## config.mk

```make
export PLATFORM = sky130hd
export DESIGN_NAME = packet_buffer_reader
export DESIGN_NICKNAME = d
export VERILOG_FILES = /design/src/rtl/packet_buffer_reader.sv
export SDC_FILE = /design/constraint.sdc
export NUM_CORES = 1
export LEC_CHECK = 0
export ABC_CLOCK_PERIOD_IN_PS = 12700
export CAP_MARGIN = 40
export CORE_ASPECT_RATIO = 1.5
export CORE_MARGIN = 1.5
export CORE_UTILIZATION = 60
export CTS_CLUSTER_DIAMETER = 100
export DETAILED_ROUTE_END_ITERATION = 8
export GPL_TIMING_DRIVEN = 0
export PLACE_DENSITY = 0.93
export SETUP_SLACK_MARGIN = 0.15
export SYNTH_ARGS = -nofsm -noshare
export SYNTH_HDL_FRONTEND = slang
export SYNTH_SLANG_ARGS = --single-unit
```

## constraint.sdc

```tcl
create_clock -name clk -period 12.7 [get_ports clk]
set_input_delay 3.81 -clock clk [delete_from_list [all_inputs] [get_ports clk]]
set_output_delay 3.81 -clock clk [all_outputs]
set_load 0.01 [all_outputs]
```

## src/rtl/packet_buffer_reader.sv

```systemverilog
// rtl/packet_buffer_reader.sv - credit-based read client streaming packet buffer bytes out
// Issues driver reads only when a FIFO slot is reserved, so returns can never be dropped.
module packet_buffer_reader #(
  parameter int RAM_SIZE     = 4096,
  parameter int READ_LATENCY = 2,
  parameter int FIFO_DEPTH   = 4,
  parameter int LEN_WIDTH    = 12,
  localparam int AW          = $clog2(RAM_SIZE)
) (
  input  logic                 clk,
  input  logic                 rst,
  input  logic                 start,
  input  logic [AW-1:0]        start_addr,
  input  logic [LEN_WIDTH-1:0] len,
  output logic                 busy,
  output logic                 done,
  output logic                 ram_readclk,
  output logic [AW-1:0]        ram_raddr,
  input  logic                 ram_outclk,
  input  logic [7:0]           ram_out,
  input  logic                 rdy,
  output logic                 outclk,
  output logic [7:0]           out
);

  localparam int OCC_MAX = (FIFO_DEPTH > READ_LATENCY) ? FIFO_DEPTH : READ_LATENCY + 1;
  localparam int CW      = $clog2(OCC_MAX + 1);
  localparam int PW      = $clog2(FIFO_DEPTH);
  localparam logic [CW:0] DEPTH_C = FIFO_DEPTH[CW:0];

  typedef enum logic [1:0] {IDLE, READ, DRAIN} state_t;

  state_t               state;
  logic [AW-1:0]        addr;
  logic [LEN_WIDTH-1:0] remaining;
  logic [CW-1:0]        in_flight;
  logic [CW-1:0]        fifo_count;
  logic [PW-1:0]        rd_ptr;
  logic [PW-1:0]        wr_ptr;
  logic [7:0]           mem [FIFO_DEPTH];

  logic                 push;
  logic                 pop;
  logic                 accept;
  logic                 issue;
  logic                 credit_ok;
  logic [CW:0]          occ;
  logic [AW-1:0]        issue_addr;

  // Returns arriving while idle belong to an aborted request and are discarded.
  assign push   = ram_outclk && (state != IDLE);
  assign outclk = busy && (fifo_count != '0) && rdy;
  assign pop    = outclk;
  assign out    = mem[rd_ptr];

  // The slot freed by this cycle's pop can be reserved by this cycle's issue.
  assign occ       = {1'b0, in_flight} + {1'b0, fifo_count} - {{CW{1'b0}}, pop};
  assign credit_ok = occ < DEPTH_C;

  assign accept     = (state == IDLE) && start && (len != '0);
  assign issue      = accept || ((state == READ) && (remaining != '0) && credit_ok);
  assign issue_addr = accept ? start_addr : addr;

  always_ff @(posedge clk) begin
    if (rst) begin
      state       <= IDLE;
      addr        <= '0;
      remaining   <= '0;
      in_flight   <= '0;
      fifo_count  <= '0;
      rd_ptr      <= '0;
      wr_ptr      <= '0;
      busy        <= 1'b0;
      done        <= 1'b0;
      ram_readclk <= 1'b0;
      ram_raddr   <= '0;
      for (int i = 0; i < FIFO_DEPTH; i++) mem[i] <= 8'h00;
    end else begin
      done        <= 1'b0;
      ram_readclk <= issue;
      if (issue) ram_raddr <= issue_addr;
      in_flight  <= in_flight + CW'(issue) - CW'(push);
      fifo_count <= fifo_count + CW'(push) - CW'(pop);
      if (push) begin
        mem[wr_ptr] <= ram_out;
        wr_ptr      <= wr_ptr + PW'(1);
      end
      if (pop) rd_ptr <= rd_ptr + PW'(1);

      case (state)
        IDLE: begin
          if (start) begin
            if (len != '0) begin
              addr      <= start_addr + AW'(1);
              remaining <= len - LEN_WIDTH'(1);
              busy      <= 1'b1;
              state     <= (len == LEN_WIDTH'(1)) ? DRAIN : READ;
            end else begin
              done <= 1'b1;
            end
          end
        end
        READ: begin
          if (issue) begin
            addr      <= addr + AW'(1);
            remaining <= remaining - LEN_WIDTH'(1);
            if (remaining == LEN_WIDTH'(1)) state <= DRAIN;
          end
        end
        DRAIN: begin
          // Finish in the cycle that pops the last byte so done lands right after it.
          if ((in_flight == '0) && !push &&
              ((fifo_count == '0) || ((fifo_count == CW'(1)) && pop))) begin
            state <= IDLE;
            busy  <= 1'b0;
            done  <= 1'b1;
          end
        end
        default: state <= IDLE;
      endcase
    end
  end

endmodule

```

# After elaboration in Yosys (flattened, before gate mapping)
# Memory sizes are Yosys's and may differ from the RTL's. A register that Yosys moved wholly into a read port is not among the register bits.
# Cells that the tools add are included.
[word_totals] in_bits=37 register_bits=51 ramBits=32 mem_count=1
[mem_list] memory="mem" depth=4 width=8 rd=1 rd_clocked_by_memory_dff=1 write_ports=4 line="40" text="logic [7:0] mem [FIFO_DEPTH];"
[op_classes] n_reduce_logical=26 muxes=34 order_cmp=1 n_addsub=12 eq_ne=10
[op_table] cell="two-way mux 12 bit" n=7
[op_table] cell="one-hot mux 12 bit (2 select lines)" n=2
[op_table] cell="adder 12 x 1 -> 12 bit, second input constant" n=2
[op_table] cell="== test 12 x 1 -> 1 bit, second input constant" n=2
[op_table] cell="nonzero test 12 bit" n=2
[op_table] cell="subtractor 12 x 1 -> 12 bit, second input constant" n=2
[op_table] cell="two-way mux 2 bit" n=9
[op_table] cell="two-way mux 1 bit" n=12
[op_table] cell="logical AND 1 bit" n=10
[op_table] cell="two-way mux 8 bit" n=1
[op_table] cell="AND reduction 4 bit" n=2
[op_table] cell="OR reduction 8 bit" n=1
[op_table] cell="adder 3 x 1 -> 3 bit" n=2
[op_table] cell="zero test 3 bit" n=2
[op_table] cell="!= test 2 bit, second input constant" n=3
[op_table] cell="one-hot mux 2 bit (3 select lines)" n=1
[op_table] cell="nonzero test 2 bit" n=3
[op_table] cell="subtractor 3 x 1 -> 3 bit" n=2
[op_table] cell="AND reduction 5 bit" n=1
[op_table] cell="adder 2 x 1 -> 2 bit, second input constant" n=2
[op_table] cell="adder 3 x 3 -> 4 bit" n=1
[op_table] cell="less-than comparator 4 x 3 -> 1 bit, second input constant" n=1
[op_table] cell="!= test 2 x 1 -> 1 bit, second input constant" n=2
[op_table] cell="one-hot mux 1 bit (2 select lines)" n=2
[op_table] cell="8 further kinds" n=9

# Logic depth before layout (Yosys ltp)
[depth] depth_word=9 ltp_mapped=17 ltp_nobuf=15

# Worst setup path before layout
# OpenSTA, ideal clock, no wires.
[synth_path] kind="input to output" from="input rdy" to="output outclk" setup_slack_ns=4.798 n_path_buf=0 arrival_ns=4.092 cell_stages=1 cell_sequence="o311a_1"
[synth_between] elab_chain_cells=1
[synth_rtl] item="start, declared" line="21" text="input logic rdy,"
[synth_rtl] item="logical AND 1 bit" line="52" text="assign outclk = busy && (fifo_count != '0) && rdy;"
[synth_rtl] item="end, declared" line="22" text="output logic outclk,"
# Every way passes these cells.

# Final worst setup path
# Same ends and word-level chain as after synthesis.

==> impl_metrics.json <==
{
  "setup_viol": 0,
  "drt_iter0_drc": 388,
  "synth-main-ff-cell": "dfxtp_1",
  "hold_path.class": "reg2reg",
  "critical_path_required_ps": 8890,
  "dp_hpwl_mm": 10.0,
  "period_needed_ps": 9040,
  "postCtsSetupRepairBufs": 0,
  "numCtsBuffers": 9,
  "top_layer": "met4",
  "viasPerCell": 6.20,
  "die_area_mm2": 0.00860,
  "syn_area_mm2": 0.00483,
  "h-tree-depth": 3,
  "met2WireLength_mm": 7.40,
  "place_ws_ps": 3670,
  "start_util_pct": 62.6,
  "grt_pass1_wl_mm": 21.5,
  "fin_util_pct": 75.6,
  "drt-met1-wl_mm": 4.72,
  "max_slew.worst_pin.slew_ps": 880,
  "num_antenna_cells": 0,
  "gp_congestion": 0.944,
  "numClockSinks": 85,
  "grt_max_degree": 17,
  "hold_viol": 0,
  "rows": 39,
  "yosys_warnings": 0,
  "drc_errors": 0,
  "clock_skew_ps": 5.66,
  "synthDistinctLibCells": 60,
  "synth_common_cells": "nor2_1, nand2_1, dfxtp_1",
  "root_buffer": "clkbuf_16",
  "die_h_um": 113,
  "nFillCells": 538,
  "ys_ff_latch": 85,
  "synth_most_common_cell": "nor2_1",
  "synth.area.top_cells": "dfxtp_1, edfxtp_1, nor2_1",
  "groute.usage.overall_pct": 31.9,
  "cp_max_fo": 5,
  "area_delta_synth_final_pct": 20.8,
  "ir_drop_mv": 0.129,
  "grt_pass1_vias": 4502,
  "setup_slack_ps": 3660,
  "cts_tree": "built",
  "path_clk_slew_ps": 60,
  "io_buffers": 60,
  "dr_total_vias": 4454,
  "avgSynthCellArea_um2": 8.94,
  "drt-total-wl_mm": 13.4,
  "synthCells": 540,
  "fin_nets": 663,
  "seq_area_frac_synth_pct": 41.9,
  "fin_area_mm2": 0.00583,
  "final_layout_size_suffix_gt1_share_pct": 9.09,
  "leakage_nw": 2.20,
  "slew_headroom_pct": 41.2,
  "synth.top_cell.area_share_pct": 22.0,
  "clockBufferDepth": 2,
  "setup_tns_ps": 0,
  "overflow": 0,
  "wl_met3_um": 725,
  "synth_top_cell_by_area": "dfxtp_1",
  "cp.arrival_ps": 5230,
  "max-cap-violations": 0,
  "die_x_um": 76.2,
  "detailed_place.area_mm2": 0.00555,
  "num_io_pins": 61,
  "clk_latency_ps": 350,
  "cts.repair.resized": 0,
  "clock.fmax_mhz": 111,
  "start_kind": "input pin",
  "final_max_slew_viol_count": 0,
  "route.detailed.wl_per_inst_um": 18.7,
  "core_mm2": 0.00771,
  "crit_type": "in2out",
  "rsz0062_at_grt": "no",
  "layout_worst_path_cycle_share_pct": 71.2,
  "antenna_left": 0,
  "ctsHoldBuffers": 0,
  "end_kind": "output port",
  "total_power_mw": 1.27,
  "syn-num-nets": 592,
  "synth-edff-count": 32,
  "antenna_found_initial": 0,
  "p_per_area_mw_per_mm2": 218,
  "status": "finished clean",
  "first_pass_iters": 6,
  "ys_async_sr_fraction_pct": 0
}
[cell usage in the layout (no fill, tap or decap), drive strengths merged, types with 3 or more instances in the layout]
cell,netlist,routed
nand3,17,17
a211oi,5,5
nor2b,5,5
inv,28,30
nand3b,3,3
and3,3,3
or4,3,3
o211ai,6,6
and2,5,5
ha,13,13
o21bai,3,3
buf,16,16
or3,7,7
clkdlybuf4s50,0,60
clkinvlp,0,3
dfxtp,53,53
xor2,8,8
nand2,58,58
nand4,6,6
a311oi,14,14
edfxtp,32,32
nand4b,6,6
mux2i,7,7
nor4,4,4
xnor2,13,13
o21ai,40,40
nor3,15,15
a21oi,27,27
a31oi,3,3
nor2,79,79
mux4,8,8
a22oi,5,5
clkbuf,19,29
nand2b,5,5
[stage by stage]
stage	hold WS, ps	std cells
5_1_grt	516	718
3_5_place_dp	477	702
6_report	496	718
3_3_place_gp	468	702
4_1_cts	492	718
2_1_floorplan	454	540
[where the power goes]
group / internal (mW) / switching, mW
Clock: 0.134 / 0.114
Combinational: 0.248 / 0.361
Sequential: 0.353 / 0.0625
Total: 0.735 / 0.537
[worst paths after layout]
kind	startpoint	end	slack, ps	cells past startpoint
max	rdy	outclk	3660	3
min	ram_raddr[2]	ram_raddr[2]	500	2
max reg2reg	fifo_count[1]	in_flight[2]	8960	15
min reg2reg	ram_raddr[2]	ram_raddr[2]	500	2
[state kept, by name, summed over array words and instances, names as in the netlist, named ones only]
register	flops
done	1
wr_ptr	2
ram_raddr	12
remaining	12
busy	1
addr	12
state	2
ram_readclk	1
in_flight	3
rd_ptr	2
mem	32
fifo_count	3
[worst max-delay path, stage by stage]
cell and delay [ps]:
clkdlybuf4s50_1 520, o311a_1 310, clkdlybuf4s50_1 580
[kinds of logic (layout without fill, tap and decap cells)]
kind of cell,count (synthesis),in the layout,share of synthesized area [%]
buffers and inverters,64,140,5.99
muxes,16,16,5.42
xor gates and xnor gates,21,21,3.81
adders and majority gates,15,15,4.20
DFF,85,85,41.9
and+or+nand+nor,224,224,22.2
AOI/OAI and AO/OA,115,115,16.5
[area by class of cell]
type | instances | area [um^2] | share of cell area [%]
timing repair buffer | 60 | 601 | 10.3
buffer | 35 | 175 | 3.00
clock buffer | 10 | 229 | 3.93
inverter | 29 | 114 | 1.95
tap | 102 | 128 | 2.19
clock inverter | 6 | 48.8 | 0.837
sequential | 85 | 2020 | 34.7
multi-input combinational | 391 | 2510 | 43.1
[metal layers]
metal | vias up | GRT usage (%)
li1 | 2069 | -
met1 | 2111 | 31.5
met2 | 219 | 62.7
met3 | 55 | 4.11
met4 | 0 | 18.5
met5 | - | 0
Note: power is estimated with default switching activity, not from simulation.
